$ cat src/rtl/hex_display_pkg.sv
//==============================================================================
// Module      : hex_display_pkg
// Description : Shared types and nibble-to-segment mapping for the hex scanner.
// Revision    : 1.0 - initial release
//==============================================================================
`timescale 1ns/1ps
`default_nettype none

package hex_display_pkg;

   typedef logic [6:0] seg_t;
   typedef logic [1:0] digit_idx_t;

   localparam seg_t SEG_BLANK = 7'h7F;

   // Active-low {g,f,e,d,c,b,a}
   function automatic seg_t nib2seg(input logic [3:0] nib);
      seg_t seg;
      seg = SEG_BLANK;
      case (nib)
         4'h0: seg = 7'h40;
         4'h1: seg = 7'h79;
         4'h2: seg = 7'h24;
         4'h3: seg = 7'h30;
         4'h4: seg = 7'h19;
         4'h5: seg = 7'h12;
         4'h6: seg = 7'h02;
         4'h7: seg = 7'h78;
         4'h8: seg = 7'h00;
         4'h9: seg = 7'h10;
         4'hA: seg = 7'h08;
         4'hB: seg = 7'h03;
         4'hC: seg = 7'h46;
         4'hD: seg = 7'h21;
         4'hE: seg = 7'h06;
         4'hF: seg = 7'h0E;
         default: seg = SEG_BLANK;
      endcase
      return seg;
   endfunction

endpackage

`default_nettype wire

$ cat src/rtl/hex_seg_decode.sv
//==============================================================================
// Module      : hex_seg_decode
// Description : Combinational nibble to active-low 7-segment decoder.
// Revision    : 1.0 - initial release
//==============================================================================
`timescale 1ns/1ps
`default_nettype none

module hex_seg_decode
   import hex_display_pkg::*;
(
   input  logic [3:0] nib_i,
   output logic [6:0] seg_o
);

   assign seg_o = nib2seg(nib_i);

endmodule

`default_nettype wire

$ cat src/rtl/hex_display_scanner.sv
//==============================================================================
// Module      : hex_display_scanner
// Description : Frame-coherent 4-digit multiplexed 7-segment scanner.
// Revision    : 1.0 - initial release
//==============================================================================
`timescale 1ns/1ps
`default_nettype none

module hex_display_scanner
   import hex_display_pkg::*;
#(
   parameter int          SCAN_DIV  = 50000,
   parameter logic [15:0] RESET_VAL = 16'h0
) (
   input  logic        Clk,
   input  logic        Reset,
   input  logic        enable,
   input  logic [15:0] in_value,
   input  logic        in_valid,
   output logic        in_ready,
   input  logic        blank_lead,
   input  logic [3:0]  dp_mask,
   output logic [7:0]  hex_seg,
   output logic [3:0]  hex_grid
);

   localparam int                 PRESC_W     = (SCAN_DIV > 1) ? $clog2(SCAN_DIV) : 1;
   localparam logic [PRESC_W-1:0] c_PRESC_MAX = PRESC_W'(SCAN_DIV - 1);
   localparam logic [3:0]         c_GRID_OFF  = 4'b1111;
   localparam logic [3:0]         c_GRID_RST  = 4'b1110;
   localparam logic [7:0]         c_SEG_RST   = {1'b1, nib2seg(RESET_VAL[3:0])};

   logic [PRESC_W-1:0] presc_q, presc_d;
   digit_idx_t         idx_q, idx_d;
   logic [15:0]        disp_q, disp_d;
   logic [15:0]        pend_q, pend_d;
   logic               pend_v_q, pend_v_d;
   logic [3:0]         grid_q, grid_d;
   logic [7:0]         seg_q, seg_d;

   logic               tick;
   logic               swap;
   logic               accept;
   logic [3:0]         nib;
   logic [6:0]         dec_seg;
   logic               blank;

   assign tick     = enable & (presc_q == c_PRESC_MAX);
   assign swap     = tick & (idx_q == 2'd3) & pend_v_q;
   assign in_ready = ~pend_v_q | swap;
   assign accept   = in_valid & in_ready;

   always_comb begin
      presc_d  = presc_q;
      idx_d    = idx_q;
      disp_d   = disp_q;
      pend_d   = pend_q;
      pend_v_d = pend_v_q;
      if (enable) begin
         presc_d = tick ? '0 : presc_q + PRESC_W'(1);
      end
      if (tick) begin
         idx_d = idx_q + 2'd1;
      end
      if (swap) begin
         disp_d   = pend_q;
         pend_v_d = 1'b0;
      end
      // Accept after swap so a same-cycle offer refills the buffer just drained
      if (accept) begin
         pend_d   = in_value;
         pend_v_d = 1'b1;
      end
   end

   // Outputs are computed from next-state so the new digit appears with the new index
   assign nib = disp_d[{idx_d, 2'b00} +: 4];

   hex_seg_decode u_dec (
      .nib_i (nib),
      .seg_o (dec_seg)
   );

   always_comb begin
      blank = 1'b0;
      case (idx_d)
         2'd1:    blank = blank_lead & (disp_d[15:4]  == 12'h0);
         2'd2:    blank = blank_lead & (disp_d[15:8]  == 8'h0);
         2'd3:    blank = blank_lead & (disp_d[15:12] == 4'h0);
         default: blank = 1'b0;
      endcase
   end

   always_comb begin
      grid_d = enable ? ~(4'b0001 << idx_d) : c_GRID_OFF;
      seg_d  = {~dp_mask[idx_d], blank ? SEG_BLANK : dec_seg};
   end

   always_ff @(posedge Clk or negedge Reset) begin
      if (!Reset) begin
         presc_q  <= '0;
         idx_q    <= '0;
         disp_q   <= RESET_VAL;
         pend_q   <= '0;
         pend_v_q <= 1'b0;
         grid_q   <= c_GRID_RST;
         seg_q    <= c_SEG_RST;
      end else begin
         presc_q  <= presc_d;
         idx_q    <= idx_d;
         disp_q   <= disp_d;
         pend_q   <= pend_d;
         pend_v_q <= pend_v_d;
         grid_q   <= grid_d;
         seg_q    <= seg_d;
      end
   end

   assign hex_grid = grid_q;
   assign hex_seg  = seg_q;

endmodule

`default_nettype wire

$ cat config.mk
export PLATFORM = sky130hd
export DESIGN_NAME = hex_display_scanner
export DESIGN_NICKNAME = d
export VERILOG_FILES = /design/src/rtl/hex_display_pkg.sv /design/src/rtl/hex_seg_decode.sv /design/src/rtl/hex_display_scanner.sv
export SDC_FILE = /design/constraint.sdc
export NUM_CORES = 1
export LEC_CHECK = 0
export BUFFER_PORTS_ARGS = -buffer_cell sky130_fd_sc_hd__buf_2
export CORE_ASPECT_RATIO = 0.75
export CORE_MARGIN = 1
export CORE_UTILIZATION = 35
export CTS_CLUSTER_SIZE = 28
export DETAILED_ROUTE_END_ITERATION = 6
export PLACE_DENSITY_LB_ADDON = 0.1
export SLEW_MARGIN = 20
export SYNTH_ARGS = -nofsm -noshare
export SYNTH_HDL_FRONTEND = slang
export SYNTH_SLANG_ARGS = --single-unit
$ cat constraint.sdc
create_clock -name Clk -period 3.7 [get_ports Clk]
set_input_delay 0.925 -clock Clk [delete_from_list [all_inputs] [get_ports Clk]]
set_output_delay 0.925 -clock Clk [all_outputs]
set_load 0.01 [all_outputs]
==> results of run 1 <==
cells in the final DEF (no fill, tap or decap), types with 6 or more instances in the layout:
| master | count |
|---|---|
| buf_2 | 37 |
| buf_4 | 22 |
| a21oi_1 | 7 |
| xor2_1 | 11 |
| clkbuf_16 | 9 |
| mux2i_1 | 12 |
| nor2_1 | 17 |
| nand3_1 | 15 |
| nand2_1 | 16 |
| mux2_2 | 36 |
| nor4_1 | 6 |
| dfrtp_1 | 58 |
cells by family (layout without fill, tap and decap cells):
logic type      after synthesis  count (layout)  share of synthesized area
compound gates               31              31                     0.0655
xor+xnor                     17              17                     0.0484
fa+ha+maj                     8               8                     0.0310
buf+inv                      16              82                     0.0213
flops                        63              63                      0.490
mux                          57              57                      0.213
simple gates                 79              79                      0.131
worst max-delay path, cell delays in order, from the launching register on:
cell and delay (ns):
dfrtp_1 0.41, or4_4 0.58, or4_1 0.61, nor2_4 0.24, mux2_2 0.38, mux4_2 0.56, ha_2 0.23, and2_1 0.15
a21oi_1 0.11, o221ai_1 0.13
power by group through the flow:
stage	sequential [mW]	clock [mW]	combinational [mW]
6_report	0.801	0.830	0.152
5_1_grt	0.810	0.889	0.175
4_1_cts	0.801	0.861	0.154
3_5_place_dp	0.812	0	0.153
3_3_place_gp	0.812	0	0.148
2_1_floorplan	0.803	0	0.0875
repair_timing:
action / in CTS / in global routing
buffers inserted: 0 / 1
endpoints found under the setup margin: 0 / 2
resized for setup: 0 / 0
hold endpoints to repair: 0 / 0
layer usage:
layer / vias up / global-route usage / wire, µm
met5: - / 0 / 0
met4: 0 / 0.0682 / 98
met1: 1098 / 0.243 / 3790
met3: 10 / 0.0514 / 353
li1: 1122 / - / -
met2: 54 / 0.234 / 2930
cell type report:
class                           instances  area share
Sequential cell                        63       0.394
Multi-Input combinational cell        192       0.404
Tap cell                              108      0.0337
Timing Repair Buffer                   59      0.0873
Clock inverter                          4      0.0112
Inverter                                7     0.00842
Clock buffer                           12      0.0614
through the flow:
| step | hold slack [ns] | TNS (ns) | utilization |
|---|---|---|---|
| after floorplan | 0.450 | -0.357 | - |
| after global placement | 0.488 | -0.0100 | 0.427 |
| after detailed placement | 0.482 | -0.0471 | 0.427 |
| after CTS | 0.503 | 0 | 0.460 |
| after global routing | 0.511 | -0.000134 | 0.461 |
| final | 0.500 | 0 | 0.461 |
state kept, by name, summed over array words and instances, names as in the netlist:
signal    flops
disp_q       16
hex_grid      4
hex_seg       8
idx_q         2
pend_q       16
pend_v_q      1
presc_q      16
worst min path at each step:
stage / start / end / slack (ns) / cells after the start
6_report: presc_q[7] / presc_q[7] / 0.50 / 1
5_1_grt: disp_q[1] / disp_q[1] / 0.51 / 1
4_1_cts: presc_q[7] / presc_q[7] / 0.50 / 1
3_5_place_dp: disp_q[1] / disp_q[1] / 0.48 / 1
3_3_place_gp: presc_q[7] / presc_q[7] / 0.49 / 1
2_1_floorplan: presc_q[7] / presc_q[7] / 0.45 / 1
cells in the mapped netlist (3+ instances only):
cell / instances / area (µm²)
dfrtp_1: 58 / 1450
mux2_2: 38 / 428
nor2_1: 17 / 63.8
nand2_1: 16 / 60.1
nand3_1: 15 / 75.1
mux2i_1: 12 / 120
xor2_1: 11 / 96.3
ha_1: 8 / 100
a21oi_1: 7 / 35.0
clkbuf_1: 6 / 22.5
inv_1: 6 / 22.5
nor4_1: 6 / 37.5
dfstp_2: 5 / 131
mux4_2: 5 / 113
xnor2_1: 5 / 43.8
and2_1: 4 / 25.0
and3_1: 4 / 25.0
o211ai_1: 4 / 30.0
o21ai_0: 4 / 20.0
a211oi_1: 3 / 22.5
buf_2: 3 / 15.0
nor3_1: 3 / 15.0
o22ai_1: 3 / 18.8
==> results_dict.tcl, run 1 <==
set metrics [dict create \
    avgSynthCellArea_um2 11.9 \
    firstDrtPassIters 4 \
    drive_above_1_share 0.398 \
    status "completed" \
    ys_warn_count 0 \
    place_area_um2 3710 \
    cts_buffer_depth 2 \
    fin_crit_ns 3.55 \
    synth_nets 304 \
    rrSetupSlack_ns 0.15 \
    finalClockSkew_ns 0.00528 \
    cts_hold_buf 0 \
    register_area_um2 1580 \
    ctsHtreeMaxLevel 3 \
    synthArstFlopShare 1.00 \
    nets 365 \
    dp.cells 428 \
    tritoncts "yes" \
    hold_class "flop to flop" \
    swShare 0.235 \
    cp_max_fo 7 \
    synth_cell_type_count 44 \
    cp.arrival_ns 3.72 \
    viasPerCell 5.13 \
    die_height_um 85.2 \
    reg2reg_depth 9 \
    multi_input_area_um2 1620 \
    die_w_um 113 \
    cap_viol_max_count 0 \
    vias 2284 \
    cts.sinks 63 \
    synth_seq_cells 63 \
    core_area_um2 8710 \
    ctsRootBufferMaster "clkbuf_16" \
    grt_pass1_wl_mm 12.1 \
    drt-total-wl_mm 7.17 \
    hold_viol_final 0 \
    drc 0 \
    share_comb_of_total_power 0.085 \
    cp-end-kind "flop" \
    tightest_slew_ns 0.824 \
    rr_startpoint "presc_q[10]" \
    synth_edf_count 0 \
    fmax_ghz 0.281 \
    ant_nets 0 \
    antenna_found_initial 0 \
    path_clk_slew_ns 0.05 \
    power_density_nw_per_um2 444 \
    diodes 0 \
    setup_viol 0 \
    drtIter0Drc 126 \
    startpoint "presc_q[10]" \
    synth_cells 271 \
    p_sw_uw 418 \
    cp.required_ns 3.87 \
    crit_path_end "hex_seg[5]" \
    place_ws_ns -0.0335 \
    dp_hpwl_mm 5.05 \
    p_clk_frac 0.466 \
    fin_area_um2 4010 \
    areaGrowthSynthToFinish_pct 24.3 \
    p_seq_frac 0.449 \
    portBuffers 37 \
    grt_pass1_vias 2274 \
    regToRegEndpoint "hex_seg[5]" \
    maxSlewHeadroom 0.451 \
    die_area_um2 9620 \
    setup_slack_ns 0.146 \
    syn_area_um2 3230 \
    p_int_mw 1.36 \
    start_kind "flop" \
    gr-total-overflow 0 \
    finalMaxSlewViolations 0 \
    peakVddDrop_mv 0.256 \
    track_usage 0.169 \
    crit_type "flop to flop" \
    fill_cells 835 \
    fin_cells 445 \
    grt_start_max_net_pins 64 \
    synth-seq-area-share 0.490 \
    total_power_mw 1.78 \
    start_util 0.371 \
    clkLatencyLatePin_ns 0.33 \
    wl_per_cell_um 16.1 \
    synth_flop_cell "dfrtp_1" \
    gp_congestion 0.793 \
    rows 29 \
    fin_crit_sh 0.960 \
    p_leak_nw 1.87 \
    io_pins 38 \
    cts_buffers 9 \
]
Power figures use the tool's default switching activity.
==> inputs of run 2 (changes only) <==
Settings changed: CTS_BUF_LIST set to sky130_fd_sc_hd__clkbuf_8 sky130_fd_sc_hd__clkbuf_16.
==> run 2 against run 1 <==
  * Non-clock buffer count unchanged
  * Critical path type unchanged
  * Highest routed layer unchanged
  * Final cell count unchanged
  * Worst setup slack worse by 0.0071 ns
==> results_dict.tcl, run 2 (synthesized netlist as in run 1, its figures left out) <==
set metrics [dict create \
    power_density_nw_per_um2 443 \
    startpoint "presc_q[10]" \
    core_area_um2 8710 \
    final_common_cell "dfrtp_1" \
    wl_met3_um 350 \
    crit_path_end "hex_seg[5]" \
    whs_ns 0.500 \
    crit_type "flop to flop" \
    drt-total-wl_mm 7.17 \
    layout_common_cells "dfrtp_1, buf_2, mux2_2, buf_4, nor2_1" \
    dp_hpwl_mm 5.05 \
    wl_met2_mm 2.92 \
    die_area_um2 9620 \
    wl_met1_mm 3.80 \
    top_layer "met4" \
    fill_cells 835 \
    status "completed" \
    rows 29 \
    grt_pass1_vias 2274 \
    vias 2280 \
    cts_buffer_depth 2 \
    post-route-util 0.461 \
    io_pins 38 \
    reg2reg_depth 9 \
    track_usage 0.169 \
    cap_viol_max_count 0 \
    maxSlewHeadroom 0.450 \
    viasPerCell 5.12 \
    cp.required_ns 3.86 \
    rrSetupSlack_ns 0.14 \
    gr-total-overflow 0 \
    antenna_found_initial 0 \
    total_power_mw 1.78 \
    tritoncts "yes" \
    finalClockSkew_ns 0.00520 \
    rr_startpoint "presc_q[10]" \
    peakVddDrop_mv 0.257 \
    fin_tns_setup_ns 0 \
    drc 0 \
    fin_crit_ns 3.56 \
    top_regs "disp_q: 16 flops, pend_q: 16 flops, presc_q: 16 flops" \
    p_leak_nw 1.88 \
    cp.arrival_ns 3.73 \
    fmax_ghz 0.281 \
    fin_crit_sh 0.962 \
    portBuffers 37 \
    ant_nets 0 \
    nets 365 \
    grt_pass1_wl_mm 12.1 \
    tightest_slew_ns 0.825 \
    ctsRootBufferMaster "clkbuf_16" \
    areaGrowthSynthToFinish_pct 24.3 \
    drtIter0Drc 127 \
    wl_per_cell_um 16.1 \
    gp_congestion 0.793 \
    drive_above_1_share 0.398 \
    ctsHtreeMaxLevel 3 \
    grt_start_max_net_pins 64 \
    cts_buffers 9 \
    diodes 0 \
    hold_class "flop to flop" \
    worst_hold_startpoint "presc_q[7]" \
    regToRegEndpoint "hex_seg[5]" \
    cts-resized-gates 0 \
    die_w_um 113 \
    start_util 0.371 \
    start_kind "flop" \
    path_clk_slew_ns 0.05 \
    die_height_um 85.2 \
    cts.sinks 63 \
    hold_viol_final 0 \
    setup_viol 0 \
    cp-end-kind "flop" \
    clkLatencyLatePin_ns 0.33 \
    cp_max_fo 7 \
    finalMaxSlewViolations 0 \
    firstDrtPassIters 4 \
]
[run 2: cell types whose count changed in the layout (fill, tap and decap cells not counted)]
cell / before / now
inv_1: 5 / 7
clkbuf_1: 2 / 0
[run 2: worst min-delay path by stage]
stage,depth (start not counted),slack (ns),end
global route,1,0.51,disp_q[1]
finish,1,0.50,presc_q[7]
floorplan,1,0.45,presc_q[7]
global placement,1,0.49,presc_q[7]
CTS,1,0.50,presc_q[7]
detailed placement,1,0.48,disp_q[1]
[run 2: per-stage QoR]
| step | cells | area (µm²) | setup WS [ns] |
|---|---|---|---|
| final | 445 | 4010 | 0.139 |
| after global routing | 445 | 4010 | -0.000473 |
| after CTS | 444 | 4010 | 0.101 |
| after detailed placement | 428 | 3710 | -0.0335 |
| after global placement | 428 | 3710 | -0.0100 |
| after floorplan | 271 | 3310 | -0.0901 |
[run 2: critical path, stage by stage, from the launching register on]
cell and delay [ns]:
dfrtp_1 0.41, or4_4 0.58, or4_1 0.61, nor2_4 0.25, mux2_2 0.38, mux4_2 0.56
ha_2 0.23, and2_1 0.15, a21oi_1 0.11, o221ai_1 0.13
[run 2: metal layers]
metal  global-route usage  vias to the layer above
li1                     -                     1122
met1                0.243                     1095
met2                0.234                       53
met3               0.0514                       10
met4               0.0682                        0
met5                    0                        -
[run 2: power breakdown]
group          leakage (nW)  switching [mW]  total (mW)  internal [mW]
Combinational         0.902          0.0702       0.151         0.0813
Sequential            0.820          0.0541       0.801          0.747
Clock                 0.155           0.295       0.825          0.530
[run 2: cell type report]
cell class | instances | area, µm² | share of cell area
tap | 108 | 135 | 0.0337
sequential | 63 | 1580 | 0.394
multi-input combinational | 192 | 1620 | 0.404
clock inverter | 6 | 52.6 | 0.0131
timing repair buffer | 59 | 350 | 0.0873
inverter | 7 | 33.8 | 0.00842
clock buffer | 10 | 239 | 0.0595
[run 2: timing repair]
action | in CTS | in global routing
hold endpoints to repair | 0 | 0
endpoints found under the setup margin | 0 | 2
hold buffers | 0 | 0
setup buffers | 0 | 1
==> inputs of run 3 (changes only) <==
Settings changed: CTS_CLUSTER_SIZE 28 to unset, PLACE_DENSITY set to 0.62, PLACE_DENSITY_LB_ADDON 0.1 to unset.
==> run 3 against run 2 <==
  * Hold slack got worse by 0.0076 ns
  * Fmax increased by 0.97%
  * Non-clock buffer count decreased by 8
  * Power increased by 2.9%
  * Sequential cell count unchanged
  * Design area decreased by 0.84%
  * Clock-buffer cell count unchanged
  * Clock skew decreased by 0.00087 ns
  * Critical endpoint unchanged
  * Largest cell class unchanged
  * Largest power group unchanged
==> results_dict.tcl, run 3 (synthesized netlist as in run 1, its figures left out) <==
set metrics [dict create \
    power_density_nw_per_um2 459 \
    rr_startpoint "presc_q[11]" \
    cts_hold_buf 0 \
    antenna_found_initial 0 \
    firstDrtPassIters 4 \
    finalMaxSlewViolations 0 \
    clkLatencyLatePin_ns 0.33 \
    post-route-util 0.457 \
    cp-end-kind "flop" \
    cp.arrival_ns 3.69 \
    startpoint "presc_q[11]" \
    critPathSlowestCell "or4_4" \
    diodes 0 \
    cts_setup_buffers 0 \
    cp_max_fo 6 \
    crit_type "flop to flop" \
    total_power_mw 1.83 \
    drtIter0Drc 105 \
    tritoncts "yes" \
    worst_hold_startpoint "presc_q[13]" \
    cts.sinks 63 \
    drt-total-wl_mm 6.88 \
    setup_viol 0 \
    cts-resized-gates 0 \
    gr-total-overflow 0 \
    cp_top_family "simple AND/OR/NAND/NOR gates" \
    cts_buffers 9 \
    start_kind "flop" \
    die_area_um2 9620 \
    io_pins 38 \
    fin_crit_sh 0.953 \
    drive_above_1_share 0.384 \
    rows 29 \
    viasPerCell 5.26 \
    whs_path_depth 1 \
    fill_cells 824 \
    hold_class "flop to flop" \
    grt_pass1_vias 2264 \
    top_regs "disp_q: 16 flops, pend_q: 16 flops, presc_q: 16 flops" \
    gp_congestion 0.839 \
    core_area_um2 8710 \
    nets 357 \
    worstPathCellList "or4_4 > or4_4 > nor2_4 > mux2_2 > mux4_2 > ha_2 > and2_1 > a21oi_1 > o221ai_1" \
    grt_pass1_wl_mm 11.6 \
    grt_start_max_net_pins 64 \
    fmax_ghz 0.284 \
    die_height_um 85.2 \
    cap_viol_max_count 0 \
    rsz0062_at_grt "no" \
    die_w_um 113 \
    fin_crit_ns 3.53 \
    rrSetupSlack_ns 0.17 \
    ant_nets 0 \
    ctsHtreeMaxLevel 3 \
    peakVddDrop_mv 0.333 \
    critPathBufInv 0 \
    regToRegEndpoint "hex_seg[5]" \
    drc 0 \
    dp_hpwl_mm 4.99 \
    tightest_slew_ns 0.787 \
    vias 2295 \
    p_leak_nw 1.84 \
    ctsRootBufferMaster "clkbuf_16" \
    hold_end "presc_q[13]" \
    path_common_cell "or4_4" \
    start_util 0.371 \
    wl_per_cell_um 15.8 \
    cp.required_ns 3.87 \
    status "completed" \
    final_common_cell "dfrtp_1" \
    hold_viol_final 0 \
    maxSlewHeadroom 0.475 \
    slowest_delay_ns 0.59 \
    reg2reg_depth 9 \
    track_usage 0.159 \
    layout_common_cells "dfrtp_1, buf_2, mux2_2, nor2_1, nand2_1" \
    cts_buffer_depth 2 \
    areaGrowthSynthToFinish_pct 23.2 \
    portBuffers 37 \
    finalClockSkew_ns 0.00433 \
    path_clk_slew_ns 0.05 \
]
run 3: cell count changes in the layout (fill, tap and decap cells not counted), sizes merged:
| cell | before | now |
|---|---|---|
| bufinv | 1 | 2 |
| buf | 59 | 51 |
| clkinvlp | 0 | 1 |
| clkinv | 4 | 1 |
run 3: metrics by stage:
stage	hold slack, ns	setup TNS [ns]	setup WS (ns)	area [µm²]	instances
floorplan	0.450	-0.357	-0.0901	3310	271
global placement	0.483	0	0.0200	3660	421
detailed placement	0.484	-0.0429	-0.0300	3660	421
CTS	0.494	0	0.0867	3980	436
global route	0.511	0	0.0422	3980	436
finish	0.493	0	0.173	3980	436
run 3: worst max-delay path by stage:
stage / end / cells past startpoint
final: hex_seg[5] / 9
after global routing: hex_seg[5] / 9
after CTS: hex_seg[5] / 9
after detailed placement: hex_seg[5] / 10
after global placement: hex_seg[5] / 10
after floorplan: hex_seg[5] / 12
run 3: layout make-up:
class / instances / area, µm² / share of cell area
clock inverters: 5 / 75.1 / 0.0189
clock buffers: 10 / 239 / 0.0600
inverters: 7 / 33.8 / 0.00849
well taps: 108 / 135 / 0.0340
multi-input cells: 192 / 1620 / 0.408
flip-flops and latches: 63 / 1580 / 0.398
repair buffers: 51 / 290 / 0.0729
run 3: worst reg2reg max path: cells and delay by family (launching register included):
family          cells  cell delay (ns)
simple gates        4             1.52
flops               1             0.42
mux                 2             0.94
fa+ha+maj           1             0.23
compound gates      2             0.26
run 3: routing by layer:
layer | track usage | vias to the layer above | share of wire
li1 | - | 1104 | -
met4 | 0.0502 | 0 | 0.013
met2 | 0.220 | 47 | 0.41
met5 | 0 | - | 0
met3 | 0.0550 | 8 | 0.047
met1 | 0.232 | 1136 | 0.53
run 3: where the power goes:
part           leakage, nW  total (mW)  switching (mW)  internal [mW]
logic                0.861       0.138          0.0635         0.0743
registers            0.820       0.808          0.0609          0.748
clock network        0.157       0.883           0.284          0.598
total                 1.84        1.83           0.409           1.42
